==> src/rtl/ghost_chase_ctrl.sv <==
// Ghost chase controller: paces ghost steps from a tick timebase and steers the
// ghost toward Pac-Man through open cells, reporting when the ghost reaches him.
module ghost_chase_ctrl #(
  parameter int         SPEED     = 4,
  parameter logic [1:0] DIR_RESET = 2'b00
) (
  input  logic       clk,
  input  logic       reset,
  input  logic       tick,
  input  logic       game_start,
  input  logic [9:0] xGhost,
  input  logic [8:0] yGhost,
  input  logic [9:0] xPac,
  input  logic [8:0] yPac,
  input  logic       open_up,
  input  logic       open_left,
  input  logic       open_down,
  input  logic       open_right,
  output logic       e_start,
  output logic       m_up,
  output logic       m_down,
  output logic       m_left,
  output logic       m_right,
  output logic       caught
);

  typedef enum logic [2:0] {IDLE, START, WAIT, DECIDE, MOVE, SETTLE, CAUGHT} state_t;

  localparam logic [1:0] DIR_UP    = 2'b00;
  localparam logic [1:0] DIR_LEFT  = 2'b01;
  localparam logic [1:0] DIR_DOWN  = 2'b10;
  localparam logic [1:0] DIR_RIGHT = 2'b11;
  localparam logic [3:0] LAST_TICK = 4'(SPEED - 1);

  state_t      state_q, state_d;
  logic [1:0]  heading_q, heading_d;
  logic [3:0]  tickCnt_q, tickCnt_d;

  logic signed [10:0] dx;
  logic signed [9:0]  dy;
  logic [10:0] absDx;
  logic [9:0]  absDy;
  logic        horizFirst, horizOk, vertOk, primOk, secOk, atPac;
  logic [1:0]  horizDir, vertDir, primDir, secDir, reverseDir, chosenDir;
  logic [3:0]  openMask, nonReverse, cand;

  assign dx    = signed'({1'b0, xPac} - {1'b0, xGhost});
  assign dy    = signed'({1'b0, yPac} - {1'b0, yGhost});
  assign absDx = dx[10] ? 11'(-dx) : 11'(dx);
  assign absDy = dy[9]  ? 10'(-dy) : 10'(dy);
  assign atPac = (xGhost == xPac) && (yGhost == yPac);

  assign horizDir   = dx[10] ? DIR_LEFT : DIR_RIGHT;
  assign vertDir    = dy[9]  ? DIR_UP   : DIR_DOWN;
  assign horizOk    = (dx != 11'sd0);
  assign vertOk     = (dy != 10'sd0);
  assign horizFirst = absDx > {1'b0, absDy};
  assign primDir    = horizFirst ? horizDir : vertDir;
  assign primOk     = horizFirst ? horizOk  : vertOk;
  assign secDir     = horizFirst ? vertDir  : horizDir;
  assign secOk      = horizFirst ? vertOk   : horizOk;

  // Bit index of each mask matches the heading encoding, so reverse is a bit flip.
  assign openMask   = {open_right, open_down, open_left, open_up};
  assign reverseDir = heading_q ^ 2'b10;
  assign nonReverse = openMask & ~(4'b0001 << reverseDir);
  assign cand       = (nonReverse != 4'b0000) ? nonReverse : openMask;

  always_comb begin
    chosenDir = heading_q;
    if (primOk && cand[primDir])      chosenDir = primDir;
    else if (secOk && cand[secDir])   chosenDir = secDir;
    else if (cand[0])                 chosenDir = DIR_UP;
    else if (cand[1])                 chosenDir = DIR_LEFT;
    else if (cand[2])                 chosenDir = DIR_DOWN;
    else if (cand[3])                 chosenDir = DIR_RIGHT;
  end

  always_ff @(posedge clk) begin
    if (reset) begin
      state_q   <= IDLE;
      heading_q <= DIR_RESET;
      tickCnt_q <= 4'd0;
    end else begin
      state_q   <= state_d;
      heading_q <= heading_d;
      tickCnt_q <= tickCnt_d;
    end
  end

  always_comb begin
    state_d   = state_q;
    heading_d = heading_q;
    tickCnt_d = tickCnt_q;
    e_start   = 1'b0;
    m_up      = 1'b0;
    m_down    = 1'b0;
    m_left    = 1'b0;
    m_right   = 1'b0;
    caught    = 1'b0;
    case (state_q)
      IDLE: ;
      START: begin
        e_start   = 1'b1;
        heading_d = DIR_RESET;
        tickCnt_d = 4'd0;
        state_d   = WAIT;
      end
      WAIT: begin
        if (atPac) begin
          state_d = CAUGHT;
        end else if (tick) begin
          if (tickCnt_q == LAST_TICK) begin
            tickCnt_d = 4'd0;
            state_d   = DECIDE;
          end else begin
            tickCnt_d = tickCnt_q + 4'd1;
          end
        end
      end
      DECIDE: begin
        if (atPac) begin
          state_d = CAUGHT;
        end else if (openMask == 4'b0000) begin
          state_d = WAIT;
        end else begin
          heading_d = chosenDir;
          state_d   = MOVE;
        end
      end
      MOVE: begin
        // A restart request in this cycle cancels the step.
        if (!game_start) begin
          m_up    = (heading_q == DIR_UP);
          m_left  = (heading_q == DIR_LEFT);
          m_down  = (heading_q == DIR_DOWN);
          m_right = (heading_q == DIR_RIGHT);
        end
        state_d = SETTLE;
      end
      SETTLE:  state_d = atPac ? CAUGHT : WAIT;
      CAUGHT:  caught = 1'b1;
      default: state_d = IDLE;
    endcase
    if (game_start && (state_q != START)) state_d = START;
  end

endmodule

==> config.mk <==
export PLATFORM = sky130hd
export DESIGN_NAME = ghost_chase_ctrl
export DESIGN_NICKNAME = d
export VERILOG_FILES = /design/src/rtl/ghost_chase_ctrl.sv
export SDC_FILE = /design/constraint.sdc
export NUM_CORES = 1
export LEC_CHECK = 0
export ABC_AREA = 1
export CAP_MARGIN = 0
export CORE_MARGIN = 8
export CORE_UTILIZATION = 41
export CTS_CLUSTER_DIAMETER = 150
export DETAILED_ROUTE_END_ITERATION = 7
export PLACE_DENSITY = 0.75
export SLEW_MARGIN = 15
export SYNTH_ARGS = -nofsm -noshare
export SYNTH_HDL_FRONTEND = slang
export SYNTH_SLANG_ARGS = --single-unit
==> constraint.sdc <==
create_clock -name clk -period 9.7 [get_ports clk]
set_input_delay 1.455 -clock clk [delete_from_list [all_inputs] [get_ports clk]]
set_output_delay 1.455 -clock clk [all_outputs]
set_load 0.02 [all_outputs]
Word level (Yosys, flattened, before mapping)
Index checks and enable logic that the tools add are counted.
{ "totals": {"reg_bits": 9, "input_bits": 46, "out_inout_bits": 6, "elab_cells": 102} }
{ "op_classes": {"addsub": 5, "order_cmp": 3, "eq_ne": 23, "shift": 1, "n_mux": 44, "n_bitwise": 4, "reduce_logical": 18} }
{ "op_table": {"columns": ["cell", "count"], "rows": [
  ["2-bit two-way mux", 12],
  ["3-bit two-way mux", 6],
  ["3-bit one-hot mux with 6 select lines", 1],
  ["4-bit two-way mux", 4],
  ["1-bit two-way mux", 15],
  ["11-bit by 10-bit greater-than comparator with 1-bit output", 1],
  ["11-bit two-way mux", 1],
  ["11-bit negator", 1],
  ["11-bit nonzero test", 1],
  ["10-bit by 10-bit subtractor with 11-bit output", 1],
  ["10-bit == test", 1],
  ["10-bit two-way mux", 1],
  ["10-bit negator", 1],
  ["10-bit nonzero test", 1],
  ["9-bit by 9-bit subtractor with 10-bit output", 1],
  ["3-bit == test, second input constant", 3],
  ["9-bit == test", 1],
  ["3-bit AND reduction", 3],
  ["2-bit inequality test, second input constant", 4],
  ["4-bit inequality test, second input constant", 2],
  ["4-bit one-hot mux with 2 select lines", 1],
  ["7-bit inequality test, second input constant", 1],
  ["3-bit by 2-bit == test with 1-bit output, second input constant", 2],
  ["2-bit by 3-bit less-than comparator with 1-bit output, second input constant", 2],
  ["other kinds (22)", 31]
]} }

Logic depth before layout (Yosys ltp)
{ "depth": {"ltp_word": 15, "ltp_mapped": 35, "depth_no_buf": 35} }

Least setup slack after synthesis
Ideal clock, no wire load.
{ "synth_path": {"path_kind": "input-to-reg", "start": "in xPac[0]", "end": "reg heading_q[0]", "setup_time_ps": 124, "t_arrival_ps": 4568, "setup_slack_ps": 5008, "cell_stages": 32, "path_buffers": 0, "cell_sequence": "inv_1 > ha_1 > inv_1 > fa_1 > inv_1 > ha_1 > inv_1 > nor2_2 > nand3_2 > nor2_2 > nand2_4 > nand2_1 > xor2_1 > ha_1 > nand2_1 > inv_1 > a21oi_1 > nand2_1 > nand2_1 > nand2_1 > nand2_1 > nand2_1 > nand2_2 > nand2_1 > nand2_2 > nand2_1 > nand3_1 > nand2_1 > nor2_1 > nand2_1 > nand2_1 > a21oi_1"} }
{ "synth_between": {"elab_chain_len": 13, "elab_cells_between_ends": 26, "cone_classes": "add/sub (2); order compare (1); eq/ne (3); mux (15); reduce/logical (5)"} }
{ "synth_rtl": {"columns": ["element", "line_no", "source"], "rows": [
  ["start: declaration", "13", "input logic [9:0] xPac,"],
  ["10-bit by 10-bit subtractor with 11-bit output", "47", "assign dx = signed'({1'b0, xPac} - {1'b0, xGhost});"],
  ["11-bit negator", "49", "assign absDx = dx[10] ? 11'(-dx) : 11'(dx);"],
  ["11-bit two-way mux", "49", null],
  ["11-bit by 10-bit greater-than comparator with 1-bit output", "57", "assign horizFirst = absDx > {1'b0, absDy};"],
  ["2-bit two-way mux", "60", "assign secDir = horizFirst ? vertDir : horizDir;"],
  ["1-bit binary-select mux with 2-bit select", "72", "else if (secOk && cand[secDir]) chosenDir = secDir;"],
  ["1-bit two-way mux (implied by the code)", "72", null],
  ["1-bit logical AND", "72", null],
  ["2-bit two-way mux", "72", null],
  ["2-bit two-way mux", "71", "if (primOk && cand[primDir]) chosenDir = primDir;"],
  ["2-bit two-way mux", "124", "end else if (openMask == 4'b0000) begin"],
  ["2-bit two-way mux", "122", "if (atPac) begin"],
  ["2-bit one-hot mux with 2 select lines", "101", "case (state_q)"],
  ["end signal: assignment", "86", "heading_q <= heading_d;"],
  ["end: declaration", "36", "logic [1:0] heading_q, heading_d;"]
]} }
Several ways; a longest one is shown, not always the timed one. The select of a mux whose other input is x is not followed.
A chain may end at the register's enable or synchronous reset.

==> metrics.txt <==
proportion of power drawn by the clock network=11.4%; critical-path cell with the highest stage delay=sky130_fd_sc_hd__clkdlybuf4s50_1; maximum count of clock buffers along a single path=2; Compound-Gate Fraction of Synth Area=10.1%; Design Area, Final=3380 µm²; post-CTS resize count=0; area fraction in and, or, nand and nor cells after synthesis=45.6%; hold violation total from the final report=0; share of synthesized cell area in full adder, half adder and majority cells=16.1%; number of synthesis warnings=0; Yosys reg bits=9; clock latency of the later-clocked register in the worst-skew pair=0.23 ns; total DRC errors in the routed layout=0; worst setup path class=primary input to output pin; PnR worst setup slack=4.09 ns; critical-path maximum fanout=7; CTS H-tree lvls=1; CTS tree=done; proportion of synthesized area in mux cells=0%; highest-count cells in the layout ignoring fill and taps=sky130_fd_sc_hd__nand2_1 (149), sky130_fd_sc_hd__inv_1 (111), sky130_fd_sc_hd__clkdlybuf4s50_1 (51); Chip Height=97.7 µm; clk sinks=9; fmax=178 MHz; Final Slew Violations=0; area delta synth->final=23.6%; aggregate global-route resource usage=13.6%; unique cell type count in the Yosys netlist=35; WP data required=8.25 ns; global routing usage on met3=2.22%; unrepaired setup endpoints after global routing=false; CTS root buf=sky130_fd_sc_hd__clkbuf_8; startpoint class of the critical path=primary input; Die Outline Area=9550 µm²; post-CTS setup buffer count=0; drt initial violations=121; minimum clock period after layout=5.61 ns; fill count=665; part of the total power dissipated in sequential elements=11.2%; routed vias=3080; Comb pwr share=77.4%; setup violators final=0; clock transition at the register clock pins on the worst setup and hold paths after CTS=0.04 ns; global-route wire length before repair=11600 µm; CP cell instances=clkdlybuf4s50_1 -> inv_1 -> ha_1 -> nand2_1 -> nor4_1 -> nand4_1 -> nand2_1 -> a21oi_1 -> a31oi_1 -> nor2_1 -> clkdlybuf4s50_1; I/O pin cnt=52; leading cell type in the layout, fill and taps excluded=sky130_fd_sc_hd__nand2_1; ratio of final minimum period to clock period=57.9%; share of the core filled with cells=52.7%; Post-Route Hold Slack=0.507 ns; Post-Place Worst Slack=4.08 ns; number of nets in the final layout=639; net count after synthesis=584; class of the tightest hold or removal check=flip-flop to flip-flop; proportion of total power due to net switching=51.3%; Overflow after GRT=0; half-perimeter wire length after detailed placement=5640 µm; global routing met1 resource utilization=16.5%; pin slew with the least headroom to its limit=0.626 ns; vias per std cell=4.85; cell internal power dissipation=0.181 mW; combinational family with the most area after synthesis=simple AND/OR/NAND/NOR gates; placed cell area=3340 µm²; post-synthesis xor/xnor area fraction=5.44%; number of buffers inserted for hold repair after clock tree synthesis=0; met2 track demand over resource in global routing=24.2%; initial antenna violation count=0; post-synthesis instance area=2740 µm²; largest net degree at the start of global routing=11; x dimension of the die=97.7 µm; family of cells with the greatest summed delay on the critical path=buffers and inverters; clock buffers created by TritonCTS=3; detailed-route wire length per cell=10.3 µm; final sum of negative setup slack=0 ns; count of input and output buffers=51; total instance count after detailed placement=631; starting density of the core=42.6%; delay of the slowest cell on the worst path=0.56 ns; pwr/cell area=110 nW/µm²; net switching power figure=0.190 mW; final WL=6530 µm; Detail Route Antenna Nets=0; vias in the first global route=2872; number of inserted diodes=0; number of standard-cell rows in the floorplan=29; outcome=finished clean; Layout Cells excl Fill=635; total power draw=0.371 mW; global placer's final weighted congestion=0.888; capturing element type of the critical path=output pin; share of synthesized area occupied by flip-flops and latches=6.58%; cell count after synthesis=504; clock skew after layout=0.00463 ns; relative max-transition margin=57.8%; global-route layer with the greatest usage=met2; max-cap violation count=0; mean instance size in the synthesized netlist=5.43 µm²; cell leakage power=1.94 nW; arrival time of data at the critical path endpoint=4.16 ns; fraction of layout cells with a size suffix above 1=5.91%; Buffers & Inverters on Critical Path=3; iteration count of the initial detailed-routing pass=4; standard cell core area=6420 µm²; Max rail drop VDD=82.9 µV
layer usage:
metal | routed length, µm | vias up
met1 | 3190 | 1336
met5 | 0 | -
li1 | - | 1681
met2 | 3070 | 57
met3 | 224 | 6
met4 | 48 | 0
synth_stat cells:
cell type,number,area share [%]
sky130_fd_sc_hd__nand2_1,149,20
sky130_fd_sc_hd__inv_1,111,15
sky130_fd_sc_hd__nor2_1,46,6.3
sky130_fd_sc_hd__ha_1,32,15
sky130_fd_sc_hd__nand3_1,32,5.8
sky130_fd_sc_hd__a21oi_1,26,4.8
sky130_fd_sc_hd__o21ai_0,12,2.2
sky130_fd_sc_hd__xor2_1,12,3.8
sky130_fd_sc_hd__nand4_1,11,2.5
sky130_fd_sc_hd__dfxtp_1,9,6.6
sky130_fd_sc_hd__nand2_2,9,2.1
sky130_fd_sc_hd__nor3_1,8,1.5
sky130_fd_sc_hd__xnor2_1,5,1.6
sky130_fd_sc_hd__inv_2,4,0.55
sky130_fd_sc_hd__nand3b_1,4,1.1
sky130_fd_sc_hd__nor2_2,4,0.91
sky130_fd_sc_hd__a31oi_1,3,0.69
sky130_fd_sc_hd__nand2_4,3,1.2
sky130_fd_sc_hd__or2_2,3,0.69
sky130_fd_sc_hd__clkinv_1,2,0.27
sky130_fd_sc_hd__fa_1,2,1.5
sky130_fd_sc_hd__nand3_2,2,0.73
sky130_fd_sc_hd__o21a_1,2,0.55
sky130_fd_sc_hd__o21ai_2,2,0.64
sky130_fd_sc_hd__a21o_1,1,0.27
sky130_fd_sc_hd__buf_2,1,0.18
sky130_fd_sc_hd__nand3_4,1,0.64
sky130_fd_sc_hd__nor2_4,1,0.41
sky130_fd_sc_hd__nor2_8,1,0.73
sky130_fd_sc_hd__nor3b_1,1,0.27
sky130_fd_sc_hd__nor4_1,1,0.23
sky130_fd_sc_hd__o211ai_1,1,0.27
sky130_fd_sc_hd__o21ai_1,1,0.18
sky130_fd_sc_hd__o21bai_1,1,0.27
sky130_fd_sc_hd__o31ai_1,1,0.27
power by group through the flow:
| stage | registers (mW) | clock network, mW | logic (mW) |
|---|---|---|---|
| after floorplan | 0.0414 | 0 | 0.222 |
| after global placement | 0.0419 | 0 | 0.276 |
| after detailed placement | 0.0420 | 0 | 0.286 |
| after CTS | 0.0413 | 0.0441 | 0.288 |
| after global routing | 0.0417 | 0.0472 | 0.333 |
| final | 0.0414 | 0.0425 | 0.287 |
worst register-to-register path, cell delays in order (launching register included):
cell and delay [ns]:
sky130_fd_sc_hd__dfxtp_1 0.40, sky130_fd_sc_hd__nor2_1 0.07, sky130_fd_sc_hd__inv_1 0.09, sky130_fd_sc_hd__nand2_1 0.06
sky130_fd_sc_hd__o211ai_1 0.12, sky130_fd_sc_hd__nor2_2 0.09, sky130_fd_sc_hd__o21ai_0 0.52, sky130_fd_sc_hd__nand3_1 0.21
sky130_fd_sc_hd__a21oi_1 0.27, sky130_fd_sc_hd__a21oi_1 0.12, sky130_fd_sc_hd__o21ai_0 0.16, sky130_fd_sc_hd__a21oi_1 0.05
final timing paths:
| check | from | endpoint | slack [ns] | cells past startpoint |
|---|---|---|---|---|
| setup / recovery | xGhost[2] | caught | 4.09 | 11 |
| hold / removal | tickCnt_q[1] | tickCnt_q[1] | 0.51 | 2 |
| setup reg to reg | heading_q[1] | heading_q[1] | 7.43 | 11 |
| hold reg to reg | tickCnt_q[1] | tickCnt_q[1] | 0.51 | 2 |
registers in the layout, summed over array words and instances (netlist names):
signal	count
heading_q	2
tickCnt_q	4
state_q	3
area by class of cell:
| cell class | instances | area (µm²) | area share (%) |
|---|---|---|---|
| multi-input combinational | 377 | 2110 | 62.4 |
| timing repair buffer | 51 | 510 | 15.1 |
| inverter | 117 | 439 | 13.0 |
| sequential | 9 | 180 | 5.32 |
| tap | 77 | 96.3 | 2.85 |
| clock buffer | 4 | 45.0 | 1.33 |
kinds of logic after synthesis:
group                    after synthesis
adder cells (fa/ha/maj)               34
buffers and inverters                118
AO/OA/AOI/OAI                         50
AND/OR/NAND/NOR                      276
XOR/XNOR                              17
flip-flops                             9
No activity file was read; power rests on OpenSTA's default activity.
